### config.mk
export PLATFORM = sky130hd
export DESIGN_NAME = bc_game_controller
export DESIGN_NICKNAME = d
export VERILOG_FILES = /design/src/rtl/bc_pkg.sv /design/src/rtl/bc_scorer.sv /design/src/rtl/bc_game_controller.sv
export SDC_FILE = /design/constraint.sdc
export NUM_CORES = 1
export LEC_CHECK = 0
export ABC_CLOCK_PERIOD_IN_PS = 15030
export CORE_UTILIZATION = 57
export CTS_CLUSTER_SIZE = 28
export DETAILED_ROUTE_END_ITERATION = 8
export PLACE_DENSITY = 0.87
export RECOVER_POWER = 25
export SLEW_MARGIN = 20
export SYNTH_ARGS = -nofsm -noshare
export SYNTH_HDL_FRONTEND = slang
export SYNTH_SLANG_ARGS = --single-unit
### constraint.sdc
create_clock -name clock -period 15.03 [get_ports clock]
set_input_delay 3.006 -clock clock [delete_from_list [all_inputs] [get_ports clock]]
set_output_delay 3.006 -clock clock [all_outputs]
set_load 0.005 [all_outputs]
### src/rtl/bc_pkg.sv
// rtl/bc_pkg.sv - shared types and helpers for the Bulls & Cows game
package bc_pkg;

   // Game phase, also decoded by the display manager
   typedef enum logic [2:0] {
      IDLE      = 3'd0,
      SECRET_J1 = 3'd1,
      SECRET_J2 = 3'd2,
      GUESS_J1  = 3'd3,
      GUESS_J2  = 3'd4,
      WIN       = 3'd5
   } state_t;

   typedef enum logic [1:0] {
      WIN_NONE = 2'b00,
      WIN_J1   = 2'b01,
      WIN_J2   = 2'b10,
      WIN_DRAW = 2'b11
   } winner_t;

   typedef logic [3:0] digit_t;
   // Element [3] is the leftmost digit (entry[15:12])
   typedef digit_t [3:0] code_t;

   localparam logic [2:0] ALL_BULLS = 3'd4;

   // Increment that sticks at 255
   function automatic logic [7:0] sat_inc8(input logic [7:0] v);
      return (v == 8'hFF) ? v : v + 8'd1;
   endfunction

endpackage

### src/rtl/bc_scorer.sv
// rtl/bc_scorer.sv - combinational entry validation and bulls/cows scoring
module bc_scorer
   import bc_pkg::*;
(
   input  code_t      guess,
   input  code_t      secret,
   output logic       valid,
   output logic [2:0] bulls,
   output logic [2:0] cows
);

   // Validity looks at the guess alone; score compares every digit pair
   always_comb begin
      valid = 1'b1;
      bulls = 3'd0;
      cows  = 3'd0;
      for (int i = 0; i < 4; i++) begin
         if (guess[i] > 4'd9) begin
            valid = 1'b0;
         end
         for (int j = 0; j < 4; j++) begin
            if (i != j && guess[i] == guess[j]) begin
               valid = 1'b0;
            end
            if (guess[i] == secret[j]) begin
               if (i == j) begin
                  bulls = bulls + 3'd1;
               end else begin
                  cows = cows + 3'd1;
               end
            end
         end
      end
   end

endmodule

### src/rtl/bc_game_controller.sv
// rtl/bc_game_controller.sv - Bulls & Cows game sequencer
module bc_game_controller
   import bc_pkg::*;
#(
   parameter int MAX_ATTEMPTS = 10
) (
   input  logic        clock,
   input  logic        reset,
   input  logic        confirm,
   input  logic [15:0] entry,
   output logic [2:0]  phase,
   output logic [2:0]  bulls,
   output logic [2:0]  cows,
   output logic        result_valid,
   output logic        err_invalid,
   output logic [1:0]  winner,
   output logic [7:0]  attempts_j1,
   output logic [7:0]  attempts_j2
);

   state_t      state_q, state_d;
   logic        btn_prev_q, btn_prev_d;
   logic        tick_q, tick_d;
   code_t       secret1_q, secret1_d;
   code_t       secret2_q, secret2_d;
   logic [2:0]  bulls_q, bulls_d;
   logic [2:0]  cows_q, cows_d;
   logic        result_valid_q, result_valid_d;
   logic        err_invalid_q, err_invalid_d;
   winner_t     winner_q, winner_d;
   logic [7:0]  att1_q, att1_d;
   logic [7:0]  att2_q, att2_d;

   code_t       entry_code;
   code_t       opp_secret;
   logic        entry_valid;
   logic [2:0]  score_bulls;
   logic [2:0]  score_cows;
   logic [7:0]  att2_inc;

   assign entry_code = entry;
   // J1 guesses against J2's secret, everyone else against J1's
   assign opp_secret = (state_q == GUESS_J1) ? secret2_q : secret1_q;
   assign att2_inc   = sat_inc8(att2_q);

   bc_scorer u_scorer (
      .guess  (entry_code),
      .secret (opp_secret),
      .valid  (entry_valid),
      .bulls  (score_bulls),
      .cows   (score_cows)
   );

   // Rising-edge detector on the already synchronised button
   always_comb begin
      btn_prev_d = confirm;
      tick_d     = confirm & ~btn_prev_q;
   end

   // Game FSM: acts only on the registered tick
   always_comb begin
      state_d        = state_q;
      secret1_d      = secret1_q;
      secret2_d      = secret2_q;
      bulls_d        = bulls_q;
      cows_d         = cows_q;
      winner_d       = winner_q;
      att1_d         = att1_q;
      att2_d         = att2_q;
      result_valid_d = 1'b0;
      err_invalid_d  = 1'b0;
      case (state_q)
         IDLE: begin
            if (tick_q) begin
               state_d = SECRET_J1;
            end
         end
         SECRET_J1: begin
            if (tick_q) begin
               if (entry_valid) begin
                  secret1_d = entry_code;
                  state_d   = SECRET_J2;
               end else begin
                  err_invalid_d = 1'b1;
               end
            end
         end
         SECRET_J2: begin
            if (tick_q) begin
               if (entry_valid) begin
                  secret2_d = entry_code;
                  state_d   = GUESS_J1;
               end else begin
                  err_invalid_d = 1'b1;
               end
            end
         end
         GUESS_J1: begin
            if (tick_q) begin
               if (entry_valid) begin
                  bulls_d        = score_bulls;
                  cows_d         = score_cows;
                  att1_d         = sat_inc8(att1_q);
                  result_valid_d = 1'b1;
                  if (score_bulls == ALL_BULLS) begin
                     state_d  = WIN;
                     winner_d = WIN_J1;
                  end else begin
                     state_d = GUESS_J2;
                  end
               end else begin
                  err_invalid_d = 1'b1;
               end
            end
         end
         GUESS_J2: begin
            if (tick_q) begin
               if (entry_valid) begin
                  bulls_d        = score_bulls;
                  cows_d         = score_cows;
                  att2_d         = att2_inc;
                  result_valid_d = 1'b1;
                  if (score_bulls == ALL_BULLS) begin
                     state_d  = WIN;
                     winner_d = WIN_J2;
                  end else if (att2_inc == 8'(MAX_ATTEMPTS)) begin
                     state_d  = WIN;
                     winner_d = WIN_DRAW;
                  end else begin
                     state_d = GUESS_J1;
                  end
               end else begin
                  err_invalid_d = 1'b1;
               end
            end
         end
         WIN: begin
            if (tick_q) begin
               secret1_d = '0;
               secret2_d = '0;
               bulls_d   = 3'd0;
               cows_d    = 3'd0;
               att1_d    = 8'd0;
               att2_d    = 8'd0;
               winner_d  = WIN_NONE;
               state_d   = IDLE;
            end
         end
         default: begin
            state_d = IDLE;
         end
      endcase
   end

   // State registers; btn_prev resets high so a held button cannot fire
   always_ff @(posedge clock or negedge reset) begin
      if (!reset) begin
         state_q        <= IDLE;
         btn_prev_q     <= 1'b1;
         tick_q         <= 1'b0;
         secret1_q      <= '0;
         secret2_q      <= '0;
         bulls_q        <= 3'd0;
         cows_q         <= 3'd0;
         result_valid_q <= 1'b0;
         err_invalid_q  <= 1'b0;
         winner_q       <= WIN_NONE;
         att1_q         <= 8'd0;
         att2_q         <= 8'd0;
      end else begin
         state_q        <= state_d;
         btn_prev_q     <= btn_prev_d;
         tick_q         <= tick_d;
         secret1_q      <= secret1_d;
         secret2_q      <= secret2_d;
         bulls_q        <= bulls_d;
         cows_q         <= cows_d;
         result_valid_q <= result_valid_d;
         err_invalid_q  <= err_invalid_d;
         winner_q       <= winner_d;
         att1_q         <= att1_d;
         att2_q         <= att2_d;
      end
   end

   assign phase        = state_q;
   assign bulls        = bulls_q;
   assign cows         = cows_q;
   assign result_valid = result_valid_q;
   assign err_invalid  = err_invalid_q;
   assign winner       = winner_q;
   assign attempts_j1  = att1_q;
   assign attempts_j2  = att2_q;

endmodule

=== Word-level counts from Yosys, hierarchy flattened ===
Cells that the tools add are included.

* Add/sub/neg operators: 16
* Order comparisons: 4
* Equality and inequality tests: 52
* Mux-type cells: 82
* Bitwise gates (word level): 2
* Reduce and logical (&&, ||, !) cells: 16

{| class="wikitable"
|+ Operators with widths
! operator !! count
|-
| $eq 4x4->1 || 28
|-
| $mux 3 || 30
|-
| $mux 16 || 4
|-
| $pmux 16 s2 || 2
|-
| $mux 8 || 7
|-
| $add 3x1->3 const B || 13
|-
| $pmux 8 s2 || 2
|-
| $mux 1 || 25
|-
| $ne 2x2->1 const B || 11
|-
| $pmux 3 s6 || 1
|-
| $add 8x1->8 const B || 2
|-
| $eq 8x8->1 const B || 2
|-
| $gt 4x4->1 const B || 4
|-
| $mux 2 || 8
|-
| $reduce_and 4->1 || 4
|-
| $pmux 3 s2 || 2
|-
| $reduce_and 10->1 || 1
|-
| $reduce_bool 2->1 || 5
|-
| $eq 3x3->1 const B || 3
|-
| $eq 8x4->1 const B || 1
|-
| $reduce_and 8->1 || 1
|-
| $eq 3x2->1 const B || 2
|-
| $ne 2x1->1 const B || 3
|-
| $pmux 2 s3 || 1
|-
| other kinds (10) || 10
|}

* Register bits after elaboration: 63
* Input port bits: 19

=== Longest topological paths before layout ===
* Word-level depth: 29
* Mapped depth: 44

=== Hierarchy ===
From an unflattened synthesis, not the netlist that was laid out.

* Cells, all modules: 562
* Area total of the unflattened synthesis: 5190.0 µm²

{| class="wikitable"
|+ By module, submodules not included
! module !! instances !! cells an instance !! area each (µm²)
|-
| bc_game_controller || 1 || 315 || 3135.5
|-
| bc_scorer || 1 || 247 || 2054.5
|}

=== Worst setup path before layout ===
OpenSTA, ideal clock, no wires.

* Kind: input -> register
* From: input entry[1]
* To: register cows_q[2] (netlist: cows[2])
* Data arrival time: 9854 ps
* Path slack: 5107 ps
* Stages: 35
* Buffers on the path: 1
* Cell sequence: buf_2 > xnor2_1 > or4_1 > inv_1 > ha_1 > nor3_2 > nor2_2 > xnor2_1 > ha_1 > nand2b_1 > mux2_2 > o31ai_1 > xnor2_1 > mux2_2 > ha_1 > inv_1 > nand4_1 > a211oi_1 > nor2_1 > o2111ai_1 > ha_1 > xnor3_1 > nand2_1 > o211ai_1 > o21ai_0 > ha_1 > mux2i_1 > nor2_1 > ha_1 > nand2_1 > xnor2_1 > xnor3_1 > nor2_1 > or4b_1 > nand3_1

* Longest elaborated chain between the ends: 27

{| class="wikitable"
|+ Ends and longest elaborated chain
! what !! line !! source
|-
| start: declaration || bc_game_controller.sv:10 || <nowiki>input logic [15:0] entry,</nowiki>
|-
| $eq 4x4->1 || bc_scorer.sv:25 || <nowiki>if (guess[i] == secret[j]) begin</nowiki>
|-
| $mux 1 || bc_scorer.sv:25 ||
|-
| $add 1x1->2 || bc_scorer.sv:29 || <nowiki>cows = cows + 3'd1;</nowiki>
|-
| $mux 3 || bc_scorer.sv:25 ||
|-
| $add 3x1->3 || bc_scorer.sv:29 ||
|-
| $mux 3 || bc_scorer.sv:25 ||
|-
| $add 3x1->3 || bc_scorer.sv:29 ||
|-
| $mux 3 || bc_scorer.sv:25 ||
|-
| (+11 left out) || -- ||
|-
| $mux 3 || bc_scorer.sv:25 ||
|-
| $add 3x1->3 || bc_scorer.sv:29 ||
|-
| $mux 3 || bc_scorer.sv:25 ||
|-
| $add 3x1->3 || bc_scorer.sv:29 ||
|-
| $mux 3 || bc_scorer.sv:25 ||
|-
| $mux 3 || bc_game_controller.sv:100, bc_game_controller.sv:118 ||
|-
| $mux 3 || bc_game_controller.sv:117 || <nowiki>if (tick_q) begin</nowiki>
|-
| $pmux 3 s2 || bc_game_controller.sv:72 || <nowiki>case (state_q)</nowiki>
|-
| end signal: assignment || bc_game_controller.sv:177 || <nowiki>cows_q <= cows_d;</nowiki>
|-
| end: declaration || bc_game_controller.sv:27 || <nowiki>logic [2:0] cows_q, cows_d;</nowiki>
|}

Several ways; a longest one is shown, not always the timed one. The select of a mux whose other input is x is not followed.
A chain may end at the register's enable or synchronous reset.

=== Final worst setup path ===
* From: input entry[3]
* To: register cows_q[2] (netlist: cows[2])

The elaborated chain is that of the path after synthesis.

==> results.md <==
- The flow ran to the end, but the final reports show violations.
- The checks that failed: max-capacitance violations, max-slew violations.
- The most frequent standard cell in the layout excluding fill and tap cells is sky130_fd_sc_hd__xnor2_1.
- Each instance of the synthesized netlist takes up on average 8.40 µm².
- The switching component of the power is 0.432 mW.
- At the pin with the least slew margin, the transition time is 3.45 ns.
- For this run, the total global-route usage over all layers was measured as 0.331.
- The first detailed-routing pass took 5 iterations.
- The tree is rooted in a sky130_fd_sc_hd__clkbuf_8.
- The wire length on met3 is 1500 µm.
- The cell area that synthesis handed to floorplanning was 5860 µm².
- The via count is 5564.
- The standard cell core area is 9860 µm².
- Entering global routing, the biggest net connects 64 pins.
- The type of the worst min-delay path is reg -> reg.
- The number of buffers inserted by port buffering is 47.
- CTS saw 63 sinks.
- Dividing the detail-routed via count by the number of cells gives 6.52.
- The max capacitance violation total is 1.
- The power per standard cell area is 155 nW/µm².
- The number of placed instances, taps included is 837.
- Setup repair after global routing left no endpoint under its margin.
- The floorplan step defined a die boundary enclosing 10700 µm².
- The worst setup path is launched from an input pin.
- The pre-CTS setup slack is 3.53 ns.
- After detailed routing, the wire length on met1 is 6580 µm.
- The worst hold path stage count is 1.
- No sink is reached through more buffers than the 2 on the longest clock path.
- In the final layout, the share of cells above drive strength 1 is 0.0625.
- The starting density of the core is 0.594.
- The share of the Yosys chip area taken by registers is 0.269.
- In this run, synthesis produced a sequential element count of 63.
- The area added between synthesis and finish is 11.5%.
- The cell leakage power is 2.79 nW.
- The number of ports placed on the die boundary is 48.
- The CTS H-tree depth is 3.
- On the final layout, the worst clock skew is 0.0112 ns.
- The total nets after synthesis is 735.
- After global routing the overflow that remains totals 0.
- Of all nets on the critical path, the largest fanout is 13.
- In this run, the number of DRC markers left after iteration 0 of detailed routing was 541.
- The first element of the critical path is entry[3].
- The post-synthesis instance total is 698.
- The count of placed standard cells in the final layout, fillers left out is 853.
- Once routing completed, OpenROAD measured the worst setup slack at 3.59 ns.
- The die extent in y is 103 µm.
- The fill cell total of the finished layout is 791.
- Post-CTS repair changed the size of 0 cells.
- The critical path's most frequent cell is sky130_fd_sc_hd__ha_1.
- For this design, the slowest cell found on the critical path is sky130_fd_sc_hd__clkdlybuf4s50_1.
- The number of cells on the worst reg-to-reg path is 37.
- The congestion estimate from routability-driven global placement came to 0.983.
- The cell area after placement is 6300 µm².
- Across all register-to-register paths, the minimum setup slack is 5.41 ns.
- Leaving out fill and tap cells, the most frequent cells in the layout are sky130_fd_sc_hd__xnor2_1, sky130_fd_sc_hd__dfrtp_1, sky130_fd_sc_hd__o21ai_0.
- The count of unique library cells instantiated by Yosys is 71.
- The total length of routed wires is 16600 µm.
- In the finished design, the share of the clock period the worst path needs comes to 0.761.
- The total count of hold-check failures in the final report is 0.
- Signal routing reaches up to met4.
- The row count is 36.
- The initial antenna violation count came to 0.
- The final antenna diode count is 0.
- The number of flops mapped to enable cells by yosys is 0.
- The final setup TNS is 0 ns.
- The dominant delay contributor by cell family on the critical path is simple AND/OR/NAND/NOR gates.
- The finished cells cover 6540 µm².
- The data required time of the critical path is 15.34 ns.
- The end of the worst register-to-register path is cows[2].
- After detailed routing, the number of remaining DRC violations is 0.
- The share of total power dissipated in sequential elements is 0.250.
- Of all cell types, the one taking the most synthesized area is sky130_fd_sc_hd__dfrtp_1.
- The flip-flop and latch area is 1580 µm².
- The final hold slack is 0.506 ns.
- The critical path is of the in -> reg type.
- The switching share of power is 0.426.
- The delay of the slowest cell on the worst path is 0.88 ns.
- By area the synthesized netlist is led by sky130_fd_sc_hd__dfrtp_1, sky130_fd_sc_hd__xnor2_1, sky130_fd_sc_hd__o21ai_0, sky130_fd_sc_hd__nand3_1, sky130_fd_sc_hd__ha_1.
- The Yosys step of the flow raised 0 warnings.
- Once the clock tree was built, the setup fixing pass inserted 0 buffers.
- The launch point of the worst reg-to-reg path is phase[0].
- Setup violations remaining at the end of the flow were counted as 0.
- The count of nets left with antenna violations once routing finished came out at 0.
- The internal cell power is 0.583 mW.
- The top-area cell type share of the netlist area is 0.265.
- The share of total power dissipated in the clock network is 0.185.
- The final number of max-transition violations is 64.
- The die width is 103 µm.
- The sum of met2 wire segment lengths after detailed routing is 7790 µm.
- The smallest clock period supported by the final layout is computed as 11.44 ns.
- The half-perimeter wire length of the detailed placement result is 11500 µm.
- The relative contribution of combinational cells to total power is 0.565.
- The net count reported at finish is 752.
- The count of buffer and inverter cells on the critical path is 3.
- The maximum VDD drop is 0.0999 mV.
- The headroom to the max-slew limit is -1.30.
- The number of hold-repair buffers added at the cts stage is 0.
- In this run the most critical hold path is launched from btn_prev_q.
- The fraction of registers with async set/reset is 1.00.
- At the worst endpoint, the arrival time is 11.74 ns.
- The area used by multi-input combinational logic is 3850 µm².
- Derived from the worst setup path, the maximum achievable clock frequency is 87.4 MHz.
- The wire length of the first global-routing pass is 26900 µm.
- The worst setup path is captured at a flip-flop.
- The number of buffers added by the clock tree synthesis step is 9.
- Among all flip-flop cells after synthesis, the most frequent one is sky130_fd_sc_hd__dfrtp_1.
- The hold-critical path endpoint is tick_q.
- TritonCTS built the clock tree.
- The later pin in the worst-skew pair is clocked with a latency of 0.37 ns.
- The detailed-route wire length per cell is 19.5 µm.
- The via count of the first global-routing pass came to 5420.
- Clock-pin slew was measured on the worst setup and hold paths at 0.08 ns.
-- kinds of logic after synthesis --
logic type	Yosys count	share of synthesized area
buffers and inverters	100	0.0741
adders and majority gates	18	0.0384
AOI/OAI and AO/OA	152	0.179
xor gates and xnor gates	122	0.196
muxes	29	0.0514
and+or+nand+nor	214	0.192
DFF	63	0.269
-- cell usage after synthesis (3+ instances only) --
| cell | instances |
|---|---|
| sky130_fd_sc_hd__a211oi_1 | 10 |
| sky130_fd_sc_hd__or2_2 | 4 |
| sky130_fd_sc_hd__dfrtp_1 | 62 |
| sky130_fd_sc_hd__a2111oi_0 | 3 |
| sky130_fd_sc_hd__clkbuf_1 | 19 |
| sky130_fd_sc_hd__a221oi_1 | 3 |
| sky130_fd_sc_hd__inv_1 | 54 |
| sky130_fd_sc_hd__a311oi_1 | 4 |
| sky130_fd_sc_hd__o211ai_1 | 8 |
| sky130_fd_sc_hd__or3_1 | 4 |
| sky130_fd_sc_hd__and2_1 | 6 |
| sky130_fd_sc_hd__a21o_1 | 5 |
| sky130_fd_sc_hd__nand4_1 | 15 |
| sky130_fd_sc_hd__nor2b_1 | 8 |
| sky130_fd_sc_hd__a21oi_1 | 17 |
| sky130_fd_sc_hd__ha_1 | 18 |
| sky130_fd_sc_hd__nor2_1 | 43 |
| sky130_fd_sc_hd__buf_2 | 14 |
| sky130_fd_sc_hd__nand3_1 | 54 |
| sky130_fd_sc_hd__a31oi_1 | 5 |
| sky130_fd_sc_hd__buf_1 | 6 |
| sky130_fd_sc_hd__o21ai_0 | 57 |
| sky130_fd_sc_hd__o211a_1 | 3 |
| sky130_fd_sc_hd__nor3_1 | 15 |
| sky130_fd_sc_hd__buf_6 | 5 |
| sky130_fd_sc_hd__mux2i_1 | 22 |
| sky130_fd_sc_hd__o2111ai_1 | 5 |
| sky130_fd_sc_hd__xnor2_1 | 93 |
| sky130_fd_sc_hd__nor4_1 | 7 |
| sky130_fd_sc_hd__o22ai_1 | 4 |
| sky130_fd_sc_hd__xnor3_1 | 3 |
| sky130_fd_sc_hd__and3_1 | 10 |
| sky130_fd_sc_hd__mux2_2 | 4 |
| sky130_fd_sc_hd__a22oi_1 | 3 |
| sky130_fd_sc_hd__or4_1 | 4 |
| sky130_fd_sc_hd__nor4_2 | 3 |
| sky130_fd_sc_hd__xor2_1 | 23 |
| sky130_fd_sc_hd__nand2_1 | 31 |
| sky130_fd_sc_hd__o31ai_1 | 3 |
-- how the worst max path moves through the flow --
| stage | end | cells after the start |
|---|---|---|
| finish | cows[2] | 35 |
| global route | cows[2] | 35 |
| CTS | cows[2] | 35 |
| detailed placement | cows[2] | 36 |
| global placement | cows[2] | 35 |
| floorplan | cows[2] | 35 |
-- sequential cells by signal, summed over array words and instances, names as in the netlist, 2 cells and up --
register / flops
secret2_q: 16
attempts_j1: 8
secret1_q: 16
bulls: 3
phase: 3
winner: 2
cows: 3
attempts_j2: 8
-- worst register-to-register path: cells and delay by family (launching register included) --
kind                       cells  cell delay [ns]
adders and majority gates      6             1.85
DFF                            1             0.67
muxes                          3             0.72
AOI/OAI and AO/OA              7             1.63
and+or+nand+nor               13             2.85
xor gates and xnor gates       6             1.64
buffers and inverters          2             0.22
-- layer usage --
layer  vias up  track usage
li1       2503            -
met1      2637        0.410
met2       342        0.532
met3        82       0.0692
met4         0        0.197
met5         -            0
-- through the flow --
step | util | power (mW)
2_1_floorplan | - | 0.692
3_3_place_gp | 0.638 | 0.791
3_5_place_dp | 0.638 | 0.815
4_1_cts | 0.663 | 1.01
5_1_grt | 0.663 | 1.08
6_report | 0.663 | 1.02
-- layout make-up --
type                       instances  share of cell area
inverter                          55              0.0316
timing repair buffer              51              0.0752
clock buffer                      11              0.0216
sequential                        63               0.241
clock inverter                     5              0.0161
multi-input combinational        535               0.589
tap                              133              0.0254
-- power groups by stage --
stage | combinational (mW) | clock (mW) | sequential (mW)
6_report | 0.573 | 0.188 | 0.254
5_1_grt | 0.628 | 0.195 | 0.257
4_1_cts | 0.566 | 0.188 | 0.251
3_5_place_dp | 0.561 | 0 | 0.254
3_3_place_gp | 0.539 | 0 | 0.252
2_1_floorplan | 0.451 | 0 | 0.241
No activity file was read; power rests on OpenSTA's default activity.
